### src/rtl/score_pkg.sv
// Shared constants and types for the score display path; the game-logic block
// imports the same point values so both sides agree on scoring.
package score_pkg;

    localparam int DEF_NUM_DIGITS = 4;
    localparam int DEF_SCORE_W    = 14;
    localparam int PELLET_PTS     = 10;
    localparam int POWER_PTS      = 50;
    localparam int SCORE_MAX      = 10**DEF_NUM_DIGITS - 1;

    typedef logic [3:0] bcd_digit_t;

    typedef enum logic [1:0] {
        IDLE,
        SHIFT,
        DONE
    } fsm_state_t;

endpackage

### src/rtl/score_bcd_encoder_if.sv
// Event inputs and display outputs between the game logic (master) and the
// score encoder (slave).
interface score_bcd_encoder_if #(
    parameter int NUM_DIGITS = score_pkg::DEF_NUM_DIGITS,
    parameter int SCORE_W    = score_pkg::DEF_SCORE_W
);

    logic                    pellet_eaten;
    logic                    power_eaten;
    logic                    clear_score;
    logic                    frame_start;
    logic [SCORE_W-1:0]      score_bin;
    logic [4*NUM_DIGITS-1:0] score_digits;
    logic                    busy;

    modport master (
        output pellet_eaten, power_eaten, clear_score, frame_start,
        input  score_bin, score_digits, busy
    );

    modport slave (
        input  pellet_eaten, power_eaten, clear_score, frame_start,
        output score_bin, score_digits, busy
    );

endinterface

### src/rtl/bcd_add3.sv
// Double-dabble nibble correction: a digit of 5 or more gets +3 so that the
// following left shift carries correctly into the next decimal digit.
module bcd_add3
    import score_pkg::*;
(
    input  bcd_digit_t digit,
    output bcd_digit_t corrected
);

    assign corrected = (digit >= 4'd5) ? digit + 4'd3 : digit;

endmodule

### src/rtl/score_bcd_encoder.sv
// Score accumulator, sequential binary-to-BCD converter and frame-synchronous
// display register; digits only move on frame_start so glyphs never tear.
module score_bcd_encoder #(
    parameter int NUM_DIGITS = score_pkg::DEF_NUM_DIGITS,
    parameter int SCORE_W    = score_pkg::DEF_SCORE_W,
    parameter int PELLET_PTS = score_pkg::PELLET_PTS,
    parameter int POWER_PTS  = score_pkg::POWER_PTS
) (
    input  logic                Clk,
    input  logic                Reset_n,
    score_bcd_encoder_if.slave  bus
);

    import score_pkg::*;

    localparam int          BCD_W     = 4 * NUM_DIGITS;
    localparam int          SR_W      = BCD_W + SCORE_W;
    localparam int          CNT_W     = (SCORE_W > 1) ? $clog2(SCORE_W) : 1;
    localparam logic [CNT_W-1:0] LAST_ITER = CNT_W'(SCORE_W - 1);
    localparam logic [31:0] SAT_LIMIT = 32'(10**NUM_DIGITS - 1);

    logic [SCORE_W-1:0] score_q;
    logic [SCORE_W-1:0] score_next;
    logic [31:0]        sum_wide;
    logic               score_changed;
    logic               dirty;

    fsm_state_t         state;
    logic [SR_W-1:0]    shift_reg;
    logic [CNT_W-1:0]   iter_cnt;
    logic [BCD_W-1:0]   corrected_bcd;
    logic [BCD_W-1:0]   pending_bcd;
    logic               pending;
    logic [BCD_W-1:0]   digits_q;

    // Sum in a wide domain so the saturation compare never sees a wrapped value.
    always_comb begin
        // NOTE: every always_comb output gets a default first so no path can infer a latch.
        sum_wide   = 32'(score_q);
        score_next = score_q;
        if (bus.pellet_eaten) sum_wide = sum_wide + 32'(PELLET_PTS);
        if (bus.power_eaten)  sum_wide = sum_wide + 32'(POWER_PTS);
        if (bus.clear_score)
            score_next = '0;
        else if (sum_wide > SAT_LIMIT)
            score_next = SCORE_W'(SAT_LIMIT);
        else
            score_next = SCORE_W'(sum_wide);
    end

    assign score_changed = (score_next != score_q);

    always_ff @(posedge Clk or negedge Reset_n) begin
        if (!Reset_n) begin
            score_q <= '0;
        end else begin
            // NOTE: sequential state uses <= so every register samples pre-edge values.
            score_q <= score_next;
        end
    end

    for (genvar i = 0; i < NUM_DIGITS; i++) begin : g_add3
        bcd_add3 u_add3 (
            .digit     (shift_reg[SCORE_W + 4*i +: 4]),
            .corrected (corrected_bcd[4*i +: 4])
        );
    end

    always_ff @(posedge Clk or negedge Reset_n) begin
        if (!Reset_n) begin
            // NOTE: the result/display registers are small flops, not RAM, so they are
            // all reset; a reset mid-conversion must leave nothing behind.
            state       <= IDLE;
            shift_reg   <= '0;
            iter_cnt    <= '0;
            dirty       <= 1'b0;
            pending     <= 1'b0;
            pending_bcd <= '0;
            digits_q    <= '0;
        end else begin
            // Commit uses the pre-edge pending flag, so a result landing in DONE this
            // same cycle waits for the next frame.
            if (bus.frame_start && pending) begin
                digits_q <= pending_bcd;
                pending  <= 1'b0;
            end

            // A score change always re-arms dirty, even in the snapshot cycle.
            if (score_changed)
                dirty <= 1'b1;
            else if (state == IDLE)
                dirty <= 1'b0;

            case (state)
                IDLE: begin
                    if (dirty) begin
                        shift_reg <= {{BCD_W{1'b0}}, score_q};
                        iter_cnt  <= '0;
                        state     <= SHIFT;
                    end
                end
                SHIFT: begin
                    shift_reg <= {corrected_bcd, shift_reg[SCORE_W-1:0]} << 1;
                    iter_cnt  <= iter_cnt + 1'b1;
                    if (iter_cnt == LAST_ITER)
                        state <= DONE;
                end
                DONE: begin
                    pending_bcd <= shift_reg[SR_W-1 -: BCD_W];
                    pending     <= 1'b1;
                    state       <= IDLE;
                end
                default: state <= IDLE;
            endcase
        end
    end

    assign bus.score_bin    = score_q;
    assign bus.score_digits = digits_q;
    assign bus.busy         = (state != IDLE);

    score_never_exceeds_max: assert property (
        @(posedge Clk) disable iff (!Reset_n) 32'(score_q) <= SAT_LIMIT
    );

endmodule

### src/flat_wrapper.sv
// flat-port wrapper written by rule: the top's interface ports become plain ports
module score_bcd_encoder_flat import score_pkg::*;
#(
    parameter int NUM_DIGITS = score_pkg::DEF_NUM_DIGITS,
    parameter int SCORE_W    = score_pkg::DEF_SCORE_W,
    parameter int PELLET_PTS = score_pkg::PELLET_PTS,
    parameter int POWER_PTS  = score_pkg::POWER_PTS
)
  (Clk, Reset_n, bus_pellet_eaten, bus_power_eaten, bus_clear_score, bus_frame_start, bus_score_bin, bus_score_digits, bus_busy);
  score_bcd_encoder_if #(.NUM_DIGITS(NUM_DIGITS), .SCORE_W(SCORE_W)) bus_i ();
  input  logic Clk;
  input  logic Reset_n;
  input wire logic [$bits(bus_i.pellet_eaten)-1:0] bus_pellet_eaten;
  input wire logic [$bits(bus_i.power_eaten)-1:0] bus_power_eaten;
  input wire logic [$bits(bus_i.clear_score)-1:0] bus_clear_score;
  input wire logic [$bits(bus_i.frame_start)-1:0] bus_frame_start;
  output wire logic [$bits(bus_i.score_bin)-1:0] bus_score_bin;
  output wire logic [$bits(bus_i.score_digits)-1:0] bus_score_digits;
  output wire logic [$bits(bus_i.busy)-1:0] bus_busy;
  assign bus_i.pellet_eaten = bus_pellet_eaten;
  assign bus_i.power_eaten = bus_power_eaten;
  assign bus_i.clear_score = bus_clear_score;
  assign bus_i.frame_start = bus_frame_start;
  assign bus_score_bin = bus_i.score_bin;
  assign bus_score_digits = bus_i.score_digits;
  assign bus_busy = bus_i.busy;
  score_bcd_encoder #(.NUM_DIGITS(NUM_DIGITS), .SCORE_W(SCORE_W), .PELLET_PTS(PELLET_PTS), .POWER_PTS(POWER_PTS)) u_core (.Clk(Clk), .Reset_n(Reset_n), .bus(bus_i));
endmodule
### config.mk
export PLATFORM = sky130hd
export DESIGN_NAME = score_bcd_encoder_flat
export DESIGN_NICKNAME = d
export VERILOG_FILES = /design/src/rtl/score_pkg.sv /design/src/rtl/score_bcd_encoder_if.sv /design/src/rtl/bcd_add3.sv /design/src/rtl/score_bcd_encoder.sv /design/src/flat_wrapper.sv
export SDC_FILE = /design/constraint.sdc
export NUM_CORES = 1
export LEC_CHECK = 0
export BUFFER_PORTS_ARGS = -buffer_cell sky130_fd_sc_hd__buf_2
export CAP_MARGIN = 20
export CORE_ASPECT_RATIO = 1.2
export CORE_MARGIN = 2
export CORE_UTILIZATION = 33
export DETAILED_ROUTE_END_ITERATION = 6
export GPL_TIMING_DRIVEN = 0
export HOLD_SLACK_MARGIN = 0.08
export SKIP_CTS_REPAIR_TIMING = 1
export SYNTH_ARGS = -nofsm -noshare
export SYNTH_HDL_FRONTEND = slang
export SYNTH_SLANG_ARGS = --single-unit
### constraint.sdc
create_clock -name Clk -period 5.24 [get_ports Clk]
set_input_delay 0.262 -clock Clk [delete_from_list [all_inputs] [get_ports Clk]]
set_output_delay 0.262 -clock Clk [all_outputs]
set_load 0.01 [all_outputs]
After elaboration in Yosys (flattened, before gate mapping). Index checks and enable logic that the tools add are counted. Widths: inputs -> output; s select.

Word-level logic and storage cells: 53. Output and inout port bits: 31. Flip-flop bits (word level): 84.

Equal/unequal tests: 6. $lt $le $gt $ge: 5. Muxes and demuxes: 19. Add/sub/neg operators: 7. Reduce and logical (&&, ||, !) cells: 8.

Operators by type and width (count): $mux 32 (2); $pmux 30 s2 (1); $add 32x6->32 const B (1); $gt 32x14->1 const B (1); $mux 30 (1); $mux 14 (2); $ge 4x3->1 const B (4); $mux 4 (4); $add 14x4->15 const B (1); $ne 14x14->1 (1); $add 4x2->4 const B (3); $pmux 4 s2 (1); $reduce_bool 2->1 (4); $add 4x1->4 const B (1); $eq 4x4->1 const B (1); $mux 1 (4); $mux 2 (2); $ne 2x1->1 const B (2); $pmux 2 s2 (1); $reduce_and 2->1 (2); $add 3x2->3 const B (1); $mux 3 (1); $eq 2x1->1 const B (1); $eq 2x2->1 const B (1); 2 further kinds (2).

Depth between registers and ports, before layout. Gate-level depths: netlist (run 1).

Depth after elaboration: 9. Depth in mapped cells: 14.

Hierarchy. A second synthesis (run 1) with hierarchy kept.

Cell total of the unflattened synthesis: 535. Area, all modules: 5002.3 µm².

By module, submodules not included: score_bcd_encoder (times used 1, cells each 471, sequential area each 2102.0 µm², area each 4596.9 µm²); bcd_add3 (times used 4, cells each 16, sequential area each 0.0 µm², area each 101.3 µm²).

Worst setup path after synthesis (run 1). Ideal clock, no wire load.

Path kind: flip-flop to flip-flop. Start point: reg u_core.score_q[1] (netlist: u_core.bus.score_bin[1]). End point: reg u_core.dirty. Path slack: 2.161 ns. Arrival time: 2.955 ns. Cell stages (with the launch flop): 13. Buffers on the path: 1. Required time: 5.116 ns. Path through: dfrtp_1 -> ha_1 -> buf_2 -> or4b_1 -> o22ai_1 -> a31oi_1 -> nor4_4 -> a21oi_1 -> or3_1 -> a221oi_2 -> o211a_1 -> nand4_1 -> a211o_1.

Word-level cells in the longest chain between the ends: 9. Elaborated cells on any way between the ends: 10.

Ends and longest elaborated chain: start: declaration (RTL line score_bcd_encoder.sv:22) `logic [SCORE_W-1:0] score_q;`; start signal: assignment (RTL line score_bcd_encoder.sv:58) `score_q <= score_next;`; $add 14x4->15 (RTL line score_bcd_encoder.sv:41) `if (bus.pellet_eaten) sum_wide = sum_wide + 32'(PELLET_PTS);`; $mux 32 (RTL line score_bcd_encoder.sv:41); $add 32x6->32 (RTL line score_bcd_encoder.sv:42) `if (bus.power_eaten) sum_wide = sum_wide + 32'(POWER_PTS);`; $mux 32 (RTL line score_bcd_encoder.sv:42); $gt 32x14->1 (RTL line score_bcd_encoder.sv:45) `else if (sum_wide > SAT_LIMIT)`; $mux 14 (RTL line score_bcd_encoder.sv:45); $mux 14 (RTL line score_bcd_encoder.sv:43) `if (bus.clear_score)`; $ne 14x14->1 * (RTL line score_bcd_encoder.sv:51) `assign score_changed = (score_next != score_q);`; $mux 1 or $reduce_bool 2->1 (tied branches); end signal: assignment (RTL line score_bcd_encoder.sv:76) `dirty <= 1'b0;`; end signal: assignment (RTL line score_bcd_encoder.sv:90) `dirty <= 1'b1;`; end signal: assignment (RTL line score_bcd_encoder.sv:92) `dirty <= 1'b0;`; end: declaration (RTL line score_bcd_encoder.sv:26) `logic dirty;`.

Every way passes the cells marked *; elsewhere a longest branch is shown, timed or not. A chain may end at the register's enable or synchronous reset.

Worst setup path after layout (run 1). Ends and elaborated chain as after synthesis.

==> metrics.yaml, run 1 <==
status:
  outcome: "finished, final reports clean"
clock_tree:
  clockBufferDepth: 2
  clock-sinks: 84
  h-tree-depth: 3
  tritoncts: "done"
  clk_pin_slew_worst_paths_ps: 60
  clk_latency_ps: 330
  cts_buffers: 9
  root_buffer: "clkbuf_16"
synth:
  synth_area_um2: 4960
  synth_edf_count: 0
  yosys_warnings: 0
  synth_area_per_cell_um2: 9.41
  synth-main-ff-cell: "dfrtp_1"
  synthCells: 527
  synth_seq_cells: 84
  ys_seq_area_share_pct: 42.4
  syn_nets: 545
  synth_cell_type_count: 71
  synthArstFlopShare_pct: 100
worst_hold_path:
  min_from: "bus_frame_start"
  hold_depth: 2
  worstHoldEndpoint: "u_core.pending"
  holdCritPathClass: "in2reg"
timing:
  slew_headroom_pct: 61.1
  finalWorstSetupSlack_ps: 1700
  fin_crit_ps: 3540
  worstMarginPinSlew_ps: 582
  fmax_ghz: 0.283
  slew_violations: 0
  setup_viol: 0
  grt_setup_unrepaired: "false"
  fin_setup_tns_ps: 0
  period_share_pct: 67.5
  finClkSkew_ps: 7.04
  hold_viol_final: 0
drt:
  dr.pass1.iters: 4
  drt_iter0_markers: 250
  drc: 0
  drtAntennaViolNets: 0
  viasPerCell: 5.26
  vias: 4122
  drt-total-wl_um: 11700
  wl_per_cell_um: 15.0
worst_setup_path:
  crit_path_max_incr_delay_ps: 470
  critPathBufInv: 2
  r2r_slack_ps: 1700
  critPathKind: "reg2reg"
  cp.required_ps: 5450
  cp_max_fo: 10
  cp-startpoint: "u_core.bus.score_bin[1]"
  r2r-end: "u_core.dirty"
  crit_arrival_ps: 3750
  worstRegToRegCells: 13
  cpMaxStageDelayCell: "or4b_1"
  r2r-start: "u_core.bus.score_bin[1]"
  end_kind: "flop"
  crit_chain: "ha_1 > buf_2 > or4b_1 > o22ai_1 > a31oi_1 > nor4_4 > a41oi_1 > o21ai_2 > buf_6 > mux2i_1 > o31a_1 > nand4_1 > a211o_1"
  critPathLaunchType: "flop"
  critPathTopFamily: "compound AO/OA/AOI/OAI gates"
floorplanning:
  die_h_um: 138
  die_area_um2: 16000
  rows: 49
  ios: 37
  die_w_um: 116
  start_util_pct: 33.4
  coreArea_um2: 14800
grt:
  antenna_found_initial: 0
  grt_overflow: 0
  grt_start_max_net_pins: 70
  track_usage_pct: 14.9
  grt_first_pass_wirelength_um: 19500
  grt_pass1_vias: 4001
layout:
  drive_gt1_share_pct: 18.1
  fin_nets: 593
  syn_to_final_growth_pct: 16.1
  largest_reg_flops: 30
  fin_area_um2: 5760
  n_fill_cell: 1541
  fin_util_pct: 38.8
  insertedDiodeCount: 0
pwr:
  p_leak_nw: 2.52
  max-vdd-ir-drop_uv: 196
  p_per_area_nw_per_um2: 337
run:
  maxCapViolCount: 0
placement:
  gp_congestion: 0.879
  hpwl_um: 8780
  numPortBuffers: 35
  postPlaceCellArea_um2: 5420
  place_ws_ps: 1620
[cell usage after synthesis (all sizes together) (4+ instances only)]
cell type | count | area (um2)
nor2 | 25 | 93.8
o211ai | 6 | 50.1
nand2 | 60 | 225
o31ai | 5 | 37.5
a22oi | 13 | 97.6
buf | 14 | 82.6
mux2 | 25 | 282
a211oi | 4 | 42.5
xor2 | 13 | 121
mux2i | 4 | 40.0
nand3 | 12 | 60.1
nor4 | 5 | 52.6
nand2b | 17 | 106
a21oi | 19 | 95.1
xnor2 | 21 | 191
ha | 12 | 150
nand4 | 5 | 31.3
nor3 | 16 | 80.1
inv | 18 | 67.6
nor2b | 4 | 25.0
a31oi | 4 | 40.0
clkbuf | 23 | 86.3
dfrtp | 84 | 2100
o21ai | 58 | 294
[worst register-to-register path: stages (launching register included)]
cell and delay (ps):
dfrtp_1 430, ha_1 210, buf_2 190, or4b_1 480, o22ai_1 170, a31oi_1 180
nor4_4 370, a41oi_1 190, o21ai_2 300, buf_6 190, mux2i_1 200, o31a_1 150
nand4_1 110, a211o_1 250
[per-stage QoR]
| stage | std cells | hold WS, ps | power [mW] |
|---|---|---|---|
| 2_1_floorplan | 527 | -33.6 | 1.12 |
| 3_3_place_gp | 766 | 458 | 1.26 |
| 3_5_place_dp | 767 | 141 | 1.27 |
| 4_1_cts | 783 | -216 | 1.95 |
| 5_1_grt | 784 | 141 | 2.04 |
| 6_report | 784 | 121 | 1.94 |
[kinds of logic after synthesis]
| group | count (synthesis) | share of synthesized area (%) |
|---|---|---|
| xor gates and xnor gates | 34 | 6.31 |
| and+or+nand+nor | 169 | 17.2 |
| buffers and inverters | 55 | 4.77 |
| adders and majority gates | 12 | 3.03 |
| DFF | 84 | 42.4 |
| AOI/OAI and AO/OA | 144 | 19.8 |
| muxes | 29 | 6.48 |
[where the power goes]
| group | leakage [nW] | switching, mW | internal (mW) |
|---|---|---|---|
| Clock | 0.162 | 0.249 | 0.430 |
| Sequential | 1.14 | 0.0447 | 0.716 |
| Combinational | 1.22 | 0.295 | 0.207 |
| Total | 2.52 | 0.589 | 1.35 |
[cell type report]
type,instances,area (um2),area share [%]
multi-input combinational,388,2620,45.5
sequential,84,2100,36.5
tap,204,255,4.43
clock buffer,10,239,4.15
timing repair buffer,37,215,3.74
buffer,37,169,2.93
clock inverter,6,87.6,1.52
inverter,18,67.6,1.17
[cells in the final DEF (no fill, tap or decap), types with 4 or more instances in the layout]
cell type / n
dfrtp_1: 84
nand2_1: 60
o21ai_0: 55
buf_2: 43
nor2_1: 25
mux2_2: 25
clkbuf_1: 23
xnor2_1: 20
a21oi_1: 19
inv_1: 18
nand2b_1: 17
nor3_1: 16
a22oi_1: 13
xor2_1: 12
nand3_1: 12
ha_1: 12
clkbuf_16: 9
nand4_1: 5
o211ai_1: 5
o31ai_1: 5
mux2i_1: 4
nor2b_1: 4
[routing by layer]
layer | vias up | track usage (%) | wire length, um
li1 | 1981 | - | -
met1 | 2014 | 18.2 | 5040
met2 | 104 | 26.2 | 5900
met3 | 23 | 2.59 | 501
met4 | 0 | 5.01 | 280
met5 | - | 0 | 0
[worst max-delay path by stage]
stage	endpoint	slack (ps)	cells after the start
final	u_core.dirty	1700	13
after global routing	u_core.dirty	1540	13
after CTS	u_core.dirty	1730	13
after detailed placement	u_core.dirty	1620	14
after global placement	u_core.dirty	1630	14
after floorplan	u_core.dirty	2160	12
(Power assumes the default switching activity.)
==> run 2, diff against run 1 <==
Clock period 5.24 ns to 3.2 ns, I/O delays scaled along.
==> run 2 against run 1 <==
The flow now finishes with violations (setup timing). Non-clock buffer count up 4. First-iteration DRC count shrank 8.8%. Clock skew barely moved. Count of clock-buffer cells in the layout unchanged. Critical path type unchanged. Largest power group unchanged.
==> metrics.yaml, run 2 (same netlist as run 1, synthesis figures left out) <==
timing:
  finClkSkew_ps: 7.12
  slew_violations: 0
  finalWorstSetupSlack_ps: -95.7
  period_share_pct: 103
  hold_viol_final: 0
  grt_setup_unrepaired: "true"
  setup_viol: 1
  worstMarginPinSlew_ps: 583
  fin_crit_ps: 3300
  slew_headroom_pct: 61.1
  fmax_ghz: 0.303
clock_tree:
  clk_latency_ps: 330
  clockBufferDepth: 2
  tritoncts: "done"
  clk_pin_slew_worst_paths_ps: 60
  clock-sinks: 84
  h-tree-depth: 3
  cts_buffers: 9
  root_buffer: "clkbuf_16"
grt:
  grt_start_max_net_pins: 70
  grt_util_met2_pct: 26.2
  busiest_layer: "met2"
  grt_overflow: 0
  grt_pass1_vias: 4001
  track_usage_pct: 14.9
  use_met1_pct: 18.2
  use_met3_pct: 2.59
  grt_first_pass_wirelength_um: 19500
  antenna_found_initial: 0
floorplanning:
  die_h_um: 138
  die_area_um2: 16000
  ios: 37
  rows: 49
  die_w_um: 116
  start_util_pct: 33.4
  coreArea_um2: 14800
worst_setup_path:
  end_kind: "flop"
  cp.required_ps: 3410
  crit_chain: "ha_2 > buf_6 > or4b_1 > o22ai_2 > a31oi_4 > nor4_4 > a21oi_2 > or3_1 > a221oi_2 > o211a_1 > nand4_1 > a211o_1"
  critPathLaunchType: "flop"
  critPathKind: "reg2reg"
  crit_path_max_incr_delay_ps: 480
  crit_arrival_ps: 3500
  cpMaxStageDelayCell: "or4b_1"
  cp_max_fo: 10
layout:
  fin_nets: 597
  largest_reg_flops: 30
  final-instance-count-excl-fill: 788
  final_common_cell: "dfrtp_1"
  insertedDiodeCount: 0
  fin_util_pct: 39.5
  n_fill_cell: 1535
  syn_to_final_growth_pct: 18.2
  layout_common_cells: "83 x dfrtp_1, 60 x nand2_1, 55 x o21ai_0"
  drive_gt1_share_pct: 20.7
pwr:
  p_per_area_nw_per_um2: 547
  max-vdd-ir-drop_uv: 320
  clkPwrFrac_pct: 34.6
  internal_power_mw: 2.23
  p_sw_mw: 0.973
  pwr-share-seq_pct: 38.9
  combPwrFrac_pct: 26.6
  p_leak_nw: 2.55
  swShare_pct: 30.3
  fin_total_pwr_mw: 3.21
drt:
  viasPerCell: 5.23
  drc: 0
  drt-total-wl_um: 11700
  wl_per_cell_um: 14.9
  drtAntennaViolNets: 0
  dr.pass1.iters: 5
  vias: 4124
  drt_iter0_markers: 228
worst_hold_path:
  holdCritPathClass: "in2async"
placement:
  gp_congestion: 0.879
  placed_cells: 767
  numPortBuffers: 35
  hpwl_um: 8780
run:
  maxCapViolCount: 0
status:
  violations: "setup timing"
  outcome: "finished with violations"
run 2: changes by cell type in the layout (fill, tap and decap cells not counted), sizes merged:
cell | before | now
dlygate4sd3 | 1 | 2
clkbuf | 33 | 34
buf | 50 | 52
run 2: worst paths after layout:
path,start,endpoint,slack [ps],depth (start not counted)
min,Reset_n,u_core.bus.score_digits[10],230,2
max,u_core.bus.score_bin[1],u_core.dirty,-100,12
min reg2reg,u_core.pending_bcd[0],u_core.pending_bcd[0],480,2
max reg2reg,u_core.bus.score_bin[1],u_core.dirty,-100,12
max in group asynchronous,Reset_n,u_core.bus.score_bin[10],2380,3
min in group Clk,bus_clear_score,u_core.bus.score_bin[12],470,4
run 2: metrics by stage:
| step | worst slack (ps) | hold slack (ps) | setup TNS [ps] | instance area (um2) |
|---|---|---|---|---|
| 2_1_floorplan | 121 | -136 | 0 | 4960 |
| 3_3_place_gp | -308 | 356 | -1220 | 5390 |
| 3_5_place_dp | -320 | 39.0 | -1230 | 5420 |
| 4_1_cts | -308 | -318 | -1020 | 5750 |
| 5_1_grt | -204 | 249 | -204 | 5870 |
| 6_report | -95.7 | 234 | -95.7 | 5870 |
run 2: final cells by class:
class / count / area (um2) / share of cell area (%)
Buffer: 37 / 178 / 3.03
Clock buffer: 10 / 239 / 4.07
Clock inverter: 6 / 87.6 / 1.49
Inverter: 18 / 67.6 / 1.15
Multi-Input combinational cell: 388 / 2690 / 45.8
Sequential cell: 84 / 2100 / 35.9
Tap cell: 204 / 255 / 4.35
Timing Repair Buffer: 41 / 248 / 4.22
run 2: worst max-delay path, delay by kind of cell (launching register included):
kind | cells | cell delay (ps)
adders and majority gates | 1 | 190
buffers and inverters | 1 | 140
and+or+nand+nor | 4 | 1260
AOI/OAI and AO/OA | 6 | 1140
DFF | 1 | 430
run 2: layer usage:
layer	up-vias	part of all wire (%)	wire, um
met4	0	1.8	214
met2	111	51	6010
met5	-	0	0
met1	2013	43	5040
li1	1987	-	-
met3	13	4.1	480
run 2: power groups by stage:
stage / logic (mW) / registers (mW) / clock network [mW]
finish: 0.852 / 1.25 / 1.11
global route: 0.923 / 1.26 / 1.19
CTS: 0.815 / 1.25 / 1.13
detailed placement: 0.813 / 1.26 / 0
global placement: 0.797 / 1.26 / 0
floorplan: 0.567 / 1.27 / 0
